## src/rtl/mem_arb_pkg.sv

```systemverilog
// Shared definitions for the fetch/data RAM port arbiter: pick codes and
// starvation counter sizing.
package mem_arb_pkg;

    typedef logic [1:0] pick_t;

    localparam pick_t PICK_NONE  = 2'd0;
    localparam pick_t PICK_FETCH = 2'd1;
    localparam pick_t PICK_DATA  = 2'd2;

    localparam int unsigned STARVE_W           = 4;
    localparam int unsigned STARVE_MAX_DEFAULT = 4;

endpackage

```

## src/rtl/mem_arb_pick.sv

```systemverilog
// Combinational requester selection: data first, unless fetch has waited
// through the maximum run of data grants.
module mem_arb_pick
    import mem_arb_pkg::*;
(
    input  logic  if_req,
    input  logic  d_req,
    input  logic  starve_at_max,
    output pick_t pick
);

    always_comb begin
        pick = PICK_NONE;
        if (d_req && !(if_req && starve_at_max)) begin
            pick = PICK_DATA;
        end else if (if_req) begin
            pick = PICK_FETCH;
        end
    end

endmodule

```

## src/rtl/mem_port_arbiter.sv

```systemverilog
// Single-port RAM arbiter between instruction fetch and load/store unit, with
// a one-cycle registered read response per requester.
module mem_port_arbiter
    import mem_arb_pkg::*;
#(
    parameter int unsigned ADDR_W     = 32,
    parameter int unsigned DATA_W     = 32,
    parameter int unsigned STARVE_MAX = STARVE_MAX_DEFAULT
) (
    input  logic              clock,
    input  logic              reset_n,

    input  logic              if_req,
    input  logic [ADDR_W-1:0] if_addr,
    output logic              if_gnt,
    output logic              if_rvalid,
    output logic [DATA_W-1:0] if_rdata,

    input  logic              d_req,
    input  logic              d_we,
    input  logic [ADDR_W-1:0] d_addr,
    input  logic [DATA_W-1:0] d_wdata,
    output logic              d_gnt,
    output logic              d_rvalid,
    output logic [DATA_W-1:0] d_rdata,

    output logic [ADDR_W-1:0] ram_address,
    output logic [DATA_W-1:0] ram_writedata,
    output logic              ram_load,
    input  logic [DATA_W-1:0] ram_out
);

    localparam logic [STARVE_W-1:0] StarveMaxC = STARVE_W'(STARVE_MAX);

    logic [STARVE_W-1:0] starve_q, starve_d;
    logic                if_rvalid_q, if_rvalid_d;
    logic [DATA_W-1:0]   if_rdata_q, if_rdata_d;
    logic                d_rvalid_q, d_rvalid_d;
    logic [DATA_W-1:0]   d_rdata_q, d_rdata_d;

    pick_t pick;
    logic  starve_at_max;

    assign starve_at_max = (starve_q == StarveMaxC);

    mem_arb_pick u_pick (
        .if_req        (if_req),
        .d_req         (d_req),
        .starve_at_max (starve_at_max),
        .pick          (pick)
    );

    // Grants are masked while reset is held so the RAM never sees a write.
    always_comb begin
        if_gnt        = reset_n && (pick == PICK_FETCH);
        d_gnt         = reset_n && (pick == PICK_DATA);
        ram_load      = d_gnt && d_we;
        ram_writedata = reset_n ? d_wdata : '0;
        if (!reset_n) begin
            ram_address = '0;
        end else if (d_gnt) begin
            ram_address = d_addr;
        end else begin
            ram_address = if_addr;
        end
    end

    always_comb begin
        starve_d = starve_q;
        if (!if_req || if_gnt) begin
            starve_d = '0;
        end else if (d_gnt && !starve_at_max) begin
            starve_d = starve_q + 1'b1;
        end
    end

    // Read data is captured at the grant edge; rdata holds between responses.
    always_comb begin
        if_rvalid_d = if_gnt;
        if_rdata_d  = if_gnt ? ram_out : if_rdata_q;
        d_rvalid_d  = d_gnt;
        d_rdata_d   = d_rdata_q;
        if (d_gnt) begin
            d_rdata_d = d_we ? '0 : ram_out;
        end
    end

    always_ff @(posedge clock or negedge reset_n) begin
        if (!reset_n) begin
            starve_q    <= '0;
            if_rvalid_q <= 1'b0;
            if_rdata_q  <= '0;
            d_rvalid_q  <= 1'b0;
            d_rdata_q   <= '0;
        end else begin
            starve_q    <= starve_d;
            if_rvalid_q <= if_rvalid_d;
            if_rdata_q  <= if_rdata_d;
            d_rvalid_q  <= d_rvalid_d;
            d_rdata_q   <= d_rdata_d;
        end
    end

    assign if_rvalid = if_rvalid_q;
    assign if_rdata  = if_rdata_q;
    assign d_rvalid  = d_rvalid_q;
    assign d_rdata   = d_rdata_q;

    grant_onehot_a: assert property (@(posedge clock) disable iff (!reset_n)
        !(if_gnt && d_gnt));

    starve_bound_a: assert property (@(posedge clock) disable iff (!reset_n)
        starve_q <= StarveMaxC);

endmodule

```

## config.mk

```make
export PLATFORM = sky130hd
export DESIGN_NAME = mem_port_arbiter
export DESIGN_NICKNAME = d
export VERILOG_FILES = /design/src/rtl/mem_arb_pkg.sv /design/src/rtl/mem_arb_pick.sv /design/src/rtl/mem_port_arbiter.sv
export SDC_FILE = /design/constraint.sdc
export NUM_CORES = 1
export LEC_CHECK = 0
export CAP_MARGIN = 20
export CORE_UTILIZATION = 34
export CTS_BUF_LIST = sky130_fd_sc_hd__clkbuf_16
export DETAILED_ROUTE_END_ITERATION = 8
export PLACE_DENSITY_LB_ADDON = 0.12
export SKIP_LAST_GASP = 1
export SLEW_MARGIN = 0
export SYNTH_ARGS = -nofsm -noshare
export SYNTH_HDL_FRONTEND = slang
export SYNTH_SLANG_ARGS = --single-unit
```

## constraint.sdc

```tcl
create_clock -name clock -period 2.1 [get_ports clock]
set_clock_uncertainty 0.2 [all_clocks]
set_input_delay 0.315 -clock clock [delete_from_list [all_inputs] [get_ports clock]]
set_output_delay 0.315 -clock clock [all_outputs]
set_load 0.05 [all_outputs]
```

======== Yosys cells after proc, flatten, opt, wreduce, memory -nomap -nowiden ========
Index checks and enable logic that the tools add are counted.
W data, S select, Z words.
word-level totals
  logic and storage cells ................. 28
  flip-flop bits (word level) ............. 70
  input port bits ......................... 133
operators by class
  equality and inequality tests ........... 3
  reduce and logical (&&, ||, !) cells .... 11
  $add $sub $neg .......................... 1
  mux-type cells .......................... 8
operators with widths
  operator               number
  $mux W32               4
  $mux W4                2
  $logic_and A1 B1 Y1    6
  $add A4 B1 Y4 const B  1
  $eq A4 B3 Y1 const B   1
  $logic_not A1 Y1       3
  $eq A2 B1 Y1 const B   1
  $eq A2 B2 Y1 const B   1
  $mux W2                1
  $reduce_bool A2 Y1     1
  $logic_or A1 B1 Y1     1
  $mux W1                1

======== Longest topological paths before layout ========
Gate-level depths: netlist (run 1).
  word-level depth ........................ 10
  mapped depth ............................ 8
  gate-level depth less buffers ........... 6

======== Cells and area by module ========
From an unflattened synthesis (run 1), not the netlist that was laid out.
second synthesis, totals
  cells, all modules ...................... 384
  area total of the unflattened synthesis .. 3602.2 µm²
by module, submodules not included
  module            area an instance (µm²)  seq. area each (µm²)  cells an instance  instances
  mem_port_arbiter  3583.4                  1751.7                381                1
  mem_arb_pick      18.8                    0.0                   3                  1

======== Least setup slack after synthesis (run 1) ========
OpenSTA, ideal clock, no wires.
  kind .................................... register to output
  from .................................... register starve_q[0]
  to ...................................... output port ram_address[20]
  buffers on the path ..................... 2
  arrival ................................. 1888 ps
  path slack .............................. -303 ps
  data required time ...................... 1585 ps
  stages on the path, launching flop included .. 9
  cells stage by stage .................... dfrtp_1 -> inv_1 -> ha_1 -> nand4b_2 -> nand3_2 -> inv_2 -> buf_6 -> buf_2 -> a22o_1
between the ends
  longest elaborated chain between the ends .. 9
RTL lines
  element                 RTL line                text
  start, declared         mem_port_arbiter.sv:35  logic [STARVE_W-1:0] starve_q, starve_d;
  start signal, assigned  mem_port_arbiter.sv:96  starve_q <= starve_d;
  $eq A4 B3 Y1            mem_port_arbiter.sv:44  assign starve_at_max = (starve_q == StarveMaxC);
  $logic_and A1 B1 Y1     mem_arb_pick.sv:14      if (d_req && !(if_req && starve_at_max)) begin
  $logic_not A1 Y1        mem_arb_pick.sv:14
  $logic_and A1 B1 Y1     mem_arb_pick.sv:14
  $mux W2                 mem_arb_pick.sv:14
  $eq A2 B2 Y1            mem_port_arbiter.sv:56  d_gnt = reset_n && (pick == PICK_DATA);
  $logic_and A1 B1 Y1     mem_port_arbiter.sv:56
  via d_gnt               mem_port_arbiter.sv:23  output logic d_gnt,
  $mux W32                mem_port_arbiter.sv:61  end else if (d_gnt) begin
  $mux W32                mem_port_arbiter.sv:59  if (!reset_n) begin
  end, declared           mem_port_arbiter.sv:27  output logic [ADDR_W-1:0] ram_address,
The timed path passes the listed nets, and every way through them passes these cells.

======== Final worst setup path (run 1) ========
  from .................................... register starve_q[0]
  to ...................................... output port ram_address[8]
between the ends
  longest elaborated chain between the ends .. 9
RTL lines
  element              RTL line
  $eq A4 B3 Y1         mem_port_arbiter.sv:44
  $logic_and A1 B1 Y1  mem_arb_pick.sv:14
  $logic_not A1 Y1     mem_arb_pick.sv:14
  $logic_and A1 B1 Y1  mem_arb_pick.sv:14
  $mux W2              mem_arb_pick.sv:14
  $eq A2 B2 Y1         mem_port_arbiter.sv:56
  $logic_and A1 B1 Y1  mem_port_arbiter.sv:56
  $mux W32             mem_port_arbiter.sv:61
  $mux W32             mem_port_arbiter.sv:59
Every way passes these cells.

==> summary.json, run 1 <==
{
  "global_routing": {
    "antenna_violations_before_repair": 0,
    "grt_overflow": 0,
    "global_route.usage.met2_pct": 47.4,
    "globalRouteTotalUtil_pct": 25.4,
    "busiest_layer": "met2",
    "grt_util_met3_pct": 7.66,
    "grt_use_met1_pct": 26.8,
    "first_global_vias": 3606,
    "grt_max_degree": 59,
    "grt_pass1_wl_mm": 19.7
  },
  "pwr": {
    "power.switching_fraction_pct": 35.6,
    "power_leakage_uw": 0.00342,
    "total_switching_power_uw": 2140,
    "power_total_uw": 6030,
    "power.share.sequential_pct": 27.7,
    "ir_drop_uv": 731,
    "power_dens_cells_mw_per_mm2": 758,
    "power_report.internal_total_uw": 3880,
    "power.clock.fraction_pct": 28.6,
    "share_comb_of_total_power_pct": 43.8
  },
  "synth": {
    "yosysWarningCount": 0,
    "cell_area_synth_sq_mm": 0.00347,
    "syn-mean-instance-area_sq_um": 12.6,
    "synth.lib_cells_used.distinct": 28,
    "synth_seq_area_share_pct": 50.5,
    "synthesis.instances": 274,
    "mappedNetlistNets": 409,
    "postSynthRegisterBits": 70
  },
  "routing": {
    "detail_route.iter0.violations": 112,
    "antenna_violating_nets_post_route": 0,
    "detailed_route_via_count": 3497,
    "remaining_drc_errors": 0,
    "drt_pre_antenna_iters": 4,
    "route.final.wire_length_mm": 15.1,
    "vias_per_std_cell": 4.96,
    "route.detailed.wl_per_inst_um": 21.4
  },
  "clock_tree": {
    "total_number_of_h_tree_levels": 3,
    "clkSlewWorstSetupHoldPaths_ns": 0.06,
    "cts_made_buffers": 9,
    "clock_sinks": 70,
    "cts_root_buf": "sky130_fd_sc_hd__clkbuf_16",
    "clock_insertion_delay_worst_skew_ns": 0.32,
    "clock_path_buffers": 2,
    "tritoncts_clock_tree": "built"
  },
  "run_status": {
    "failing_checks": "setup timing",
    "status": "finished with violations"
  },
  "floorplan": {
    "floorplan.die_area_sq_mm": 0.0106,
    "io_pins": 266,
    "core_region_area_sq_mm": 0.00982,
    "start_util_pct": 35.3,
    "die_width_um": 103,
    "die_height_um": 103,
    "placementRows": 36
  },
  "timing": {
    "worst_slew_pin_slew_ns": 0.736,
    "period_minus_slack_ns": 2.37,
    "maximum_achievable_frequency_ghz": 0.422,
    "fin_hold_ws_ns": 0.0266,
    "post-route-worst-setup-slack_ns": -0.268,
    "report.final.setup_viol": 34,
    "slew_headroom_pct": 50.9,
    "setup-tns-final_ns": -8.18,
    "layout_worst_path_cycle_share_pct": 113,
    "final-hold-violation-count": 0,
    "grt_setup_unrepaired": "true",
    "finalMaxSlewViolations": 0
  },
  "critical_path": {
    "worst_r2r_path_depth": 9,
    "setup.worst_path.class": "flip-flop to primary output",
    "timing.critical_path.mode_cell": "sky130_fd_sc_hd__buf_12",
    "path_depth": 8,
    "cpPeakStageDelay_ns": 0.40,
    "critical_path.slowest_cell": "sky130_fd_sc_hd__dfrtp_1",
    "timing.critical_path.from_type": "flip-flop",
    "critical-path-top-delay-family": "buffers and inverters",
    "cp-end-kind": "primary output",
    "timing.critical_path.fanout_max": 12,
    "cp_data_arrival_time_ns": 1.85,
    "worstPathBufferInverterCount": 4,
    "cp_cell_sequence": "inv_2 -> ha_4 -> nand4b_4 -> nand3_4 -> inv_6 -> buf_12 -> a22o_2 -> buf_12",
    "crit_required_ns": 1.58
  },
  "final_layout": {
    "area_delta_synth_final_pct": 129,
    "final_core_utilization_pct": 80.9,
    "antenna_cells_inserted": 0,
    "layout-drive-gt1-share_pct": 39.5,
    "num-nets-final": 702,
    "design_area_sq_mm": 0.00795
  },
  "placed_design": {
    "place_area_sq_mm": 0.00712,
    "numPortBuffers": 265,
    "dp.final_hpwl_mm": 10.2,
    "rd_place_congestion": 0.798
  },
  "job": {
    "max_cap_violations": 0
  },
  "hold_path": {
    "holdCritPathClass": "primary input to async pin"
  }
}
[final timing paths]
path	end	slack, ns	from
min in group clock	d_rvalid	0.29	reset_n
worst min-delay path	d_rdata[3]	0.03	reset_n
worst max-delay path	ram_address[8]	-0.27	starve_q[0]
worst max register to register	d_rdata[1]	0.04	starve_q[0]
max in group asynchronous	d_rdata[2]	1.16	reset_n
worst min register to register	if_rdata[31]	0.30	if_rdata[31]
[power groups by stage]
stage,clock network (uW),logic [uW],registers (uW)
2_1_floorplan,0,646,2370
3_3_place_gp,0,2490,1670
3_5_place_dp,0,2510,1680
4_1_cts,1750,2570,1660
5_1_grt,1800,2720,1690
6_report,1720,2640,1670
[routing by layer]
| metal | vias up | wire, um |
|---|---|---|
| met3 | 30 | 1120 |
| met4 | 0 | 405 |
| li1 | 1556 | - |
| met1 | 1746 | 5510 |
| met2 | 165 | 8070 |
| met5 | - | 0 |
[stage by stage]
step           setup WS, ns  cells
6_report             -0.268    705
5_1_grt              -0.339    705
4_1_cts              -0.249    696
3_5_place_dp         -0.172    670
3_3_place_gp         -0.156    670
2_1_floorplan       -0.0668    274
[layout make-up]
type | count | area, sq um
multi-input combinational | 180 | 1860
fill | 578 | 1870
clock inverter | 7 | 114
tap | 133 | 166
inverter | 4 | 20.0
clock buffer | 9 | 225
sequential | 70 | 1750
timing repair buffer | 302 | 3810
[cells in the mapped netlist]
master	number	area share, %
sky130_fd_sc_hd__nor3_1	1	0.14
sky130_fd_sc_hd__nand3_2	1	0.29
sky130_fd_sc_hd__dfrtp_1	70	51
sky130_fd_sc_hd__ha_1	2	0.72
sky130_fd_sc_hd__o41ai_1	1	0.25
sky130_fd_sc_hd__mux2_2	58	19
sky130_fd_sc_hd__nor2b_1	32	5.8
sky130_fd_sc_hd__a21boi_2	1	0.32
sky130_fd_sc_hd__nand3b_1	1	0.22
sky130_fd_sc_hd__and3b_1	1	0.25
sky130_fd_sc_hd__or3_1	1	0.18
sky130_fd_sc_hd__nand4b_2	1	0.43
sky130_fd_sc_hd__a41oi_1	1	0.25
sky130_fd_sc_hd__o31ai_1	1	0.22
sky130_fd_sc_hd__inv_2	1	0.11
sky130_fd_sc_hd__a22o_1	32	8.1
sky130_fd_sc_hd__inv_1	3	0.32
sky130_fd_sc_hd__mux2_4	6	2.6
sky130_fd_sc_hd__buf_6	2	0.65
sky130_fd_sc_hd__nand2_1	3	0.32
sky130_fd_sc_hd__clkbuf_1	6	0.65
sky130_fd_sc_hd__a21oi_2	1	0.25
sky130_fd_sc_hd__and2_1	33	6.0
sky130_fd_sc_hd__xor2_1	1	0.25
sky130_fd_sc_hd__buf_4	3	0.65
sky130_fd_sc_hd__nand3_1	1	0.14
sky130_fd_sc_hd__o32ai_1	1	0.25
sky130_fd_sc_hd__buf_2	9	1.3
[flip-flops by register name (all words and copies together), names as in the netlist]
register,cells
d_rdata,32
if_rdata,32
starve_q,4
d_rvalid,1
if_rvalid,1
[cell families (layout without fill, tap and decap cells)]
logic type,Yosys count,in the layout,share of synthesized area [%]
multiplexers,64,64,21.4
adder cells (fa/ha/maj),2,2,0.722
flip-flops,70,70,50.5
buffers and inverters,24,322,3.68
AO/OA/AOI/OAI,38,38,9.64
AND/OR/NAND/NOR,75,75,13.7
XOR/XNOR,1,1,0.253
[cells in the final DEF (no fill, tap or decap), types with 2 or more instances in the layout]
cell / netlist / routed
sky130_fd_sc_hd__clkdlybuf4s50_1: 0 / 193
sky130_fd_sc_hd__buf_12: 0 / 74
sky130_fd_sc_hd__dfrtp_1: 70 / 70
sky130_fd_sc_hd__mux2_2: 58 / 58
sky130_fd_sc_hd__and2_1: 33 / 32
sky130_fd_sc_hd__nor2b_1: 32 / 32
sky130_fd_sc_hd__a22o_4: 0 / 25
sky130_fd_sc_hd__buf_4: 3 / 24
sky130_fd_sc_hd__clkbuf_16: 0 / 13
sky130_fd_sc_hd__a22o_2: 0 / 7
sky130_fd_sc_hd__mux2_4: 6 / 6
sky130_fd_sc_hd__nand2_1: 3 / 3
sky130_fd_sc_hd__bufinv_16: 0 / 3
sky130_fd_sc_hd__buf_6: 2 / 3
sky130_fd_sc_hd__inv_2: 1 / 2
sky130_fd_sc_hd__inv_1: 3 / 2
[timing repair]
item	4_1_cts	5_1_grt
hold buffers	1	0
setup endpoints to repair	46	52
pin swaps	4	2
gates cloned	2	4
resized for setup	14	24
hold endpoints to repair	12	0
buffers inserted	7	5
Power figures use the tool's default switching activity.
==> run 2: changes to the inputs <==
--- a/config.mk
+++ b/config.mk
@@ -8,6 +8,7 @@
 export CAP_MARGIN = 20
 export CORE_UTILIZATION = 34
 export CTS_BUF_LIST = sky130_fd_sc_hd__clkbuf_16
+export CTS_CLUSTER_DIAMETER = 150
 export DETAILED_ROUTE_END_ITERATION = 8
 export PLACE_DENSITY_LB_ADDON = 0.12
 export SKIP_LAST_GASP = 1
==> results of run 2 <==
Same layout as run 1: the final DEF is identical, and so are final timing and power.
==> RTL change 1, RTL diff (settings of run 2) <==
`d_rdata_q` no longer has a reset.
--- a/src/rtl/mem_port_arbiter.sv
+++ b/src/rtl/mem_port_arbiter.sv
@@ -92,5 +92,4 @@
             if_rdata_q  <= '0;
             d_rvalid_q  <= 1'b0;
-            d_rdata_q   <= '0;
         end else begin
             starve_q    <= starve_d;
@@ -98,6 +97,9 @@
             if_rdata_q  <= if_rdata_d;
             d_rvalid_q  <= d_rvalid_d;
-            d_rdata_q   <= d_rdata_d;
         end
+    end
+
+    always_ff @(posedge clock) begin
+        d_rdata_q <= d_rdata_d;
     end
 
Formal check against the unedited RTL: differs if reset_n is asserted again (counterexample within 4 cycles, from zero or initial values and one cycle with reset_n low); with reset_n held inactive, the same outputs for 4 cycles.
==> RTL change 1 against run 2 <==
  * The flow still finishes with violations (negative setup slack)
  * Routed wire length decreased by 15%
  * Global-route usage decreased by 1.2 points
  * Die area decreased by 6.7%
  * Power decreased by 15%
  * Core utilization increased by 0.75 points
  * Area after synthesis decreased by 6.8%
  * Final area decreased by 5.0%
  * Sequential cell count unchanged
  * Setup slack got worse by 180 ps
  * Via count decreased by 8.9%
  * Register-to-register slack about the same
  * Critical path type unchanged
  * Largest cell class unchanged
==> RTL change 1: results (changes against run 2) <==
| Metric | Value |
|---|---|
| Status | finished, violations left (unchanged) |
| Failing checks | negative setup slack (unchanged) |
| Total track usage | 24.2% (was 25.4%) |
| Distinct cells, synth | 29 (was 28) |
| DR iter-0 viols | 68 (was 112) |
| CTS buffer count | 9 (unchanged) |
| Hold/Removal Path Class | primary input to async pin (unchanged) |
| Main synth FF type | dfrtp_1 (unchanged) |
| Relative slew margins | 63.5% (was 50.9%) |
| Placed Area | 0.00681 sq mm (was 0.00712 sq mm) |
| Vias per cell | 4.79 (was 4.96) |
| Final WL | 12800 microns (was 15100 microns) |
| Setup TNS | -14160 ps (was -8180 ps) |
| DRT Pass-1 Iters | 4 (unchanged) |
| Crit path DAT | 2030 ps (was 1850 ps) |
| Initial antenna violation count | 0 (unchanged) |
| Layout cell share with drive strength beyond 1 | 30.8% (was 39.5%) |
| HPWL after detailed placement | 9300 microns (was 10200 microns) |
| PnR worst setup slack | -446 ps (was -268 ps) |
| # setup viols final | 34 (unchanged) |
| Delay-heaviest family, CP | buffers and inverters (unchanged) |
| Register area share after synthesis | 59.2% (was 50.5%) |
| CP max stage cell | dfrtp_1 (unchanged) |
| Leakage Power | 3.11 nW (was 3.42 nW) |
| Nets | 666 (was 702) |
| Root Buffer | clkbuf_16 (unchanged) |
| Synth top cells by count | 38 x dfrtp_1, 33 x and2_1, 32 x a22o_1, 32 x edfxtp_1, 32 x nor2b_1 (was 70 x dfrtp_1, 58 x mux2_2, 33 x and2_1, 32 x a22o_1, 32 x nor2b_1) |
| Buffers on Ports | 265 (unchanged) |
| Clock Latency Late Sink | 320 ps (about the same) |
| First-pass GRT wire length | 17900 microns (was 19700 microns) |
| Synth Warn # | 0 (unchanged) |
| Largest net degree at the start of global routing | 35 (was 59) |
| Htree depth | 3 (unchanged) |
| GP Congestion | 0.763 (was 0.798) |
| Async set-reset flop share out of synthesis | 54.3% (was 100%) |
| Vias in the first global route | 3344 (was 3606) |
| Most area-consuming cells after synthesis | edfxtp_1 30%, dfrtp_1 29%, a22o_1 8.7%, mux2_1 7.0%, and2_1 6.4% (was dfrtp_1 51%, mux2_2 19%, a22o_1 8.1%, and2_1 6.0%, nor2b_1 5.8%) |
| Clock Pin Slew Worst Setup and Hold Paths | 50 ps |
| CTS Buffer Depth | 2 (unchanged) |
| Post-Syn Nets | 373 (was 409) |
| Ant diodes | 0 (unchanged) |
| Post-synth EDFFs | 32 (was 0) |
| Max VDD drop | 0.000398 V (was 0.000731 V) |
| CP peak stage delay | 390 ps |
| CP Max Fanout | 14 (was 12) |
RTL change 1: metal layers:
| metal | track usage [%] | share of wire [%] | wire length, microns |
|---|---|---|---|
| met5 | 0 | 0 | 0 |
| met4 | 9.62 | 2.8 | 354 |
| met3 | 8.50 | 7.5 | 958 |
| met2 | 44.0 | 55 | 7010 |
| met1 | 25.5 | 35 | 4500 |
RTL change 1: cells by family after synthesis:
kind of cell / after synthesis / share of synthesized area (%)
buf+inv: 20 / 3.52
fa+ha+maj: 2 / 0.774
xor+xnor: 1 / 0.271
mux: 32 / 11.2
flops: 70 / 59.2
simple gates: 75 / 14.5
compound gates: 38 / 10.6
RTL change 1: worst register-to-register path: cells and delay by family, from the launching register on:
family                     cells  cell delay, ps
and+or+nand+nor                2             370
DFF                            1             360
buffers and inverters          5             660
adders and majority gates      1             160
RTL change 1: final timing paths:
path	from	to	slack, ps	cells past startpoint
max	starve_q[1]$_DFFE_PN0P_	ram_address[14]	-450	8
min	reset_n	if_rdata[10]$_DFFE_PN0P_	130	3
max reg2reg	starve_q[1]$_DFFE_PN0P_	d_rdata[30]$_SDFFCE_PP0N_	40	8
min reg2reg	if_rdata[24]$_DFFE_PN0P_	if_rdata[24]$_DFFE_PN0P_	280	1
max in group asynchronous	reset_n	if_rdata[27]$_DFFE_PN0P_	1260	3
min in group clock	if_rdata[24]$_DFFE_PN0P_	if_rdata[24]$_DFFE_PN0P_	280	1
RTL change 1: power by group:
group | leakage [nW] | internal, mW | switching, mW | total (mW)
logic | 2.19 | 0.986 | 1.18 | 2.16
clock network | 0.138 | 0.774 | 0.516 | 1.29
registers | 0.778 | 1.59 | 0.0721 | 1.66
RTL change 1: through the flow:
step / std cells / power, mW / setup WS (ps) / hold WS, ps
finish: 665 / 5.11 / -446 / 132
global route: 665 / 5.28 / -548 / 152
CTS: 657 / 5.06 / -355 / 287
global placement: 632 / 3.70 / -136 / 201
floorplan: 238 / 2.71 / -62.5 / -181
detailed placement: 632 / 3.73 / -206 / 215
RTL change 1: layout make-up:
| type | instances | area [sq um] |
|---|---|---|
| fill | 519 | 1690 |
| timing repair buffer | 298 | 3750 |
| tap | 129 | 161 |
| inverter | 4 | 17.5 |
| clock buffer | 9 | 225 |
| multi-input combinational | 148 | 1450 |
| sequential | 70 | 1910 |
| clock inverter | 7 | 31.3 |
RTL change 1: repair_timing:
action | 4_1_cts | 5_1_grt
gates resized for setup | 8 | 30
pin swaps | 4 | 5
hold buffers | 1 | 0
setup buffers | 7 | 2
endpoints found under the hold margin | 38 | 0
cloned | 1 | 6
endpoints found under the setup margin | 35 | 67
==> RTL change 2, RTL diff (flow settings as in run 2) <==
Without the edit above. `DATA_W`: 32 -> 64.
--- a/src/rtl/mem_port_arbiter.sv
+++ b/src/rtl/mem_port_arbiter.sv
@@ -5,5 +5,5 @@
 #(
     parameter int unsigned ADDR_W     = 32,
-    parameter int unsigned DATA_W     = 32,
+    parameter int unsigned DATA_W     = 64,
     parameter int unsigned STARVE_MAX = STARVE_MAX_DEFAULT
 ) (
Ports: changed (5 resized); port bits go from 266 to 426. No check against the original RTL was run, so the function may have changed too.
==> RTL change 2 against run 2 <==
  * The flow still finishes with violations (negative setup slack)
  * Routed wire length up 91%
  * Sequential cell count up 64
  * Setup slack worse by 170 ps
  * Area after synthesis up 81%
  * Power up 77%
  * Final area up 64%
  * Global-route usage up 4.0 points
  * Via count up 64%
  * Critical endpoint is now ram_address[21]
  * Largest power group unchanged
==> RTL change 2: results (changes against run 2) <==
| Metric | Value |
|---|---|
| M3 GR Usage | 13.6% (was 7.66%) |
| GRT met1 Usage | 30.5% (was 26.8%) |
| Synthesized area per cell | 12.9 sq um (was 12.6 sq um) |
| Buffers on Ports | 425 (was 265) |
| Total track usage | 29.4% (was 25.4%) |
| CTS buffer count | 17 (was 9) |
| Met3 routed WL | 3250 microns (was 1120 microns) |
| Synth top cells by count | 134 x dfrtp_1, 120 x mux2_2, 65 x and2_1, 64 x nor2b_1, 30 x a22o_1 (was 70 x dfrtp_1, 58 x mux2_2, 33 x and2_1, 32 x a22o_1, 32 x nor2b_1) |
| Largest net degree at the start of global routing | 71 (was 59) |
| PnR worst setup slack | -436 ps (was -268 ps) |
| Post-Place Setup Slack | -180 ps (was -172 ps) |
| # setup viols final | 88 (was 34) |
| Via total after detailed routing | 5747 (was 3497) |
| FF-to-FF setup slack | -230 ps (was 40 ps) |
| Launch point of the worst path | starve_q[1]$_DFFE_PN0P_ (was starve_q[0]$_DFFE_PN0P_) |
| DR iter-0 viols | 259 (was 112) |
| Finished Layout Cells | 1184 (was 705) |
| Status | finished, violations left (unchanged) |
| Failing checks | negative setup slack (unchanged) |
| GP Congestion | 0.978 (was 0.798) |
| Fill cells | 1239 (was 578) |
| Crit path to | ram_address[21] (was ram_address[8]) |
| Htree depth | 4 (was 3) |
| Most area-consuming cells after synthesis | dfrtp_1 54%, mux2_2 22%, and2_1 6.5%, nor2b_1 6.4%, a22o_1 4.2% (was dfrtp_1 51%, mux2_2 19%, a22o_1 8.1%, and2_1 6.0%, nor2b_1 5.8%) |
| R2R Path End | d_rdata[47]$_DFFE_PN0N_ (was d_rdata[1]$_DFFE_PN0N_) |
| Length of routed met2 wiring | 14500 microns (was 8070 microns) |
| Initial antenna violation count | 5 (was 0) |
==> RTL change 2: how the worst min path moves through the flow <==
stage / startpoint / endpoint / slack, ps / cells past startpoint
after detailed placement: reset_n / starve_q[3]$_DFFE_PN0P_ / 190 / 2
after global placement: reset_n / starve_q[1]$_DFFE_PN0P_ / 180 / 2
after floorplan: reset_n / d_rdata[0]$_DFFE_PN0N_ / -180 / 0
final: reset_n / if_rdata[37]$_DFFE_PN0P_ / 60 / 3
after global routing: reset_n / if_rdata[37]$_DFFE_PN0P_ / 110 / 3
after CTS: reset_n / if_rdata[30]$_DFFE_PN0P_ / 80 / 3
==> RTL change 2: area by class of cell <==
cell class                      instances  area (sq um)  area share [%]
Clock buffer                           17           425            3.26
Clock inverter                         14           186            1.43
Sequential cell                       134          3350            25.7
Timing Repair Buffer                  470          5840            44.7
Antenna cell                            4          10.0          0.0766
Inverter                                6          25.0           0.192
Tap cell                              229           287            2.19
Multi-Input combinational cell        310          2930            22.5
==> RTL change 2: cell families after synthesis <==
group           Yosys count
simple gates            141
flops                   134
mux                     130
buf+inv                  41
compound gates           36
fa+ha+maj                 2
xor+xnor                  1
==> RTL change 2: report_power, final <==
| group | internal [mW] | switching [mW] | total [mW] |
|---|---|---|---|
| clock network | 1.97 | 1.12 | 3.09 |
| logic | 1.78 | 2.63 | 4.41 |
| registers | 2.98 | 0.214 | 3.19 |
| total | 6.73 | 3.97 | 10.7 |
==> RTL change 2: repair_timing <==
action | 4_1_cts | 5_1_grt
gates resized for setup | 63 | 66
cloned | 2 | 5
buffers inserted | 10 | 3
hold endpoints to repair | 29 | 0
hold buffers | 2 | 0
setup endpoints to repair | 92 | 193
pin swaps | 3 | 1
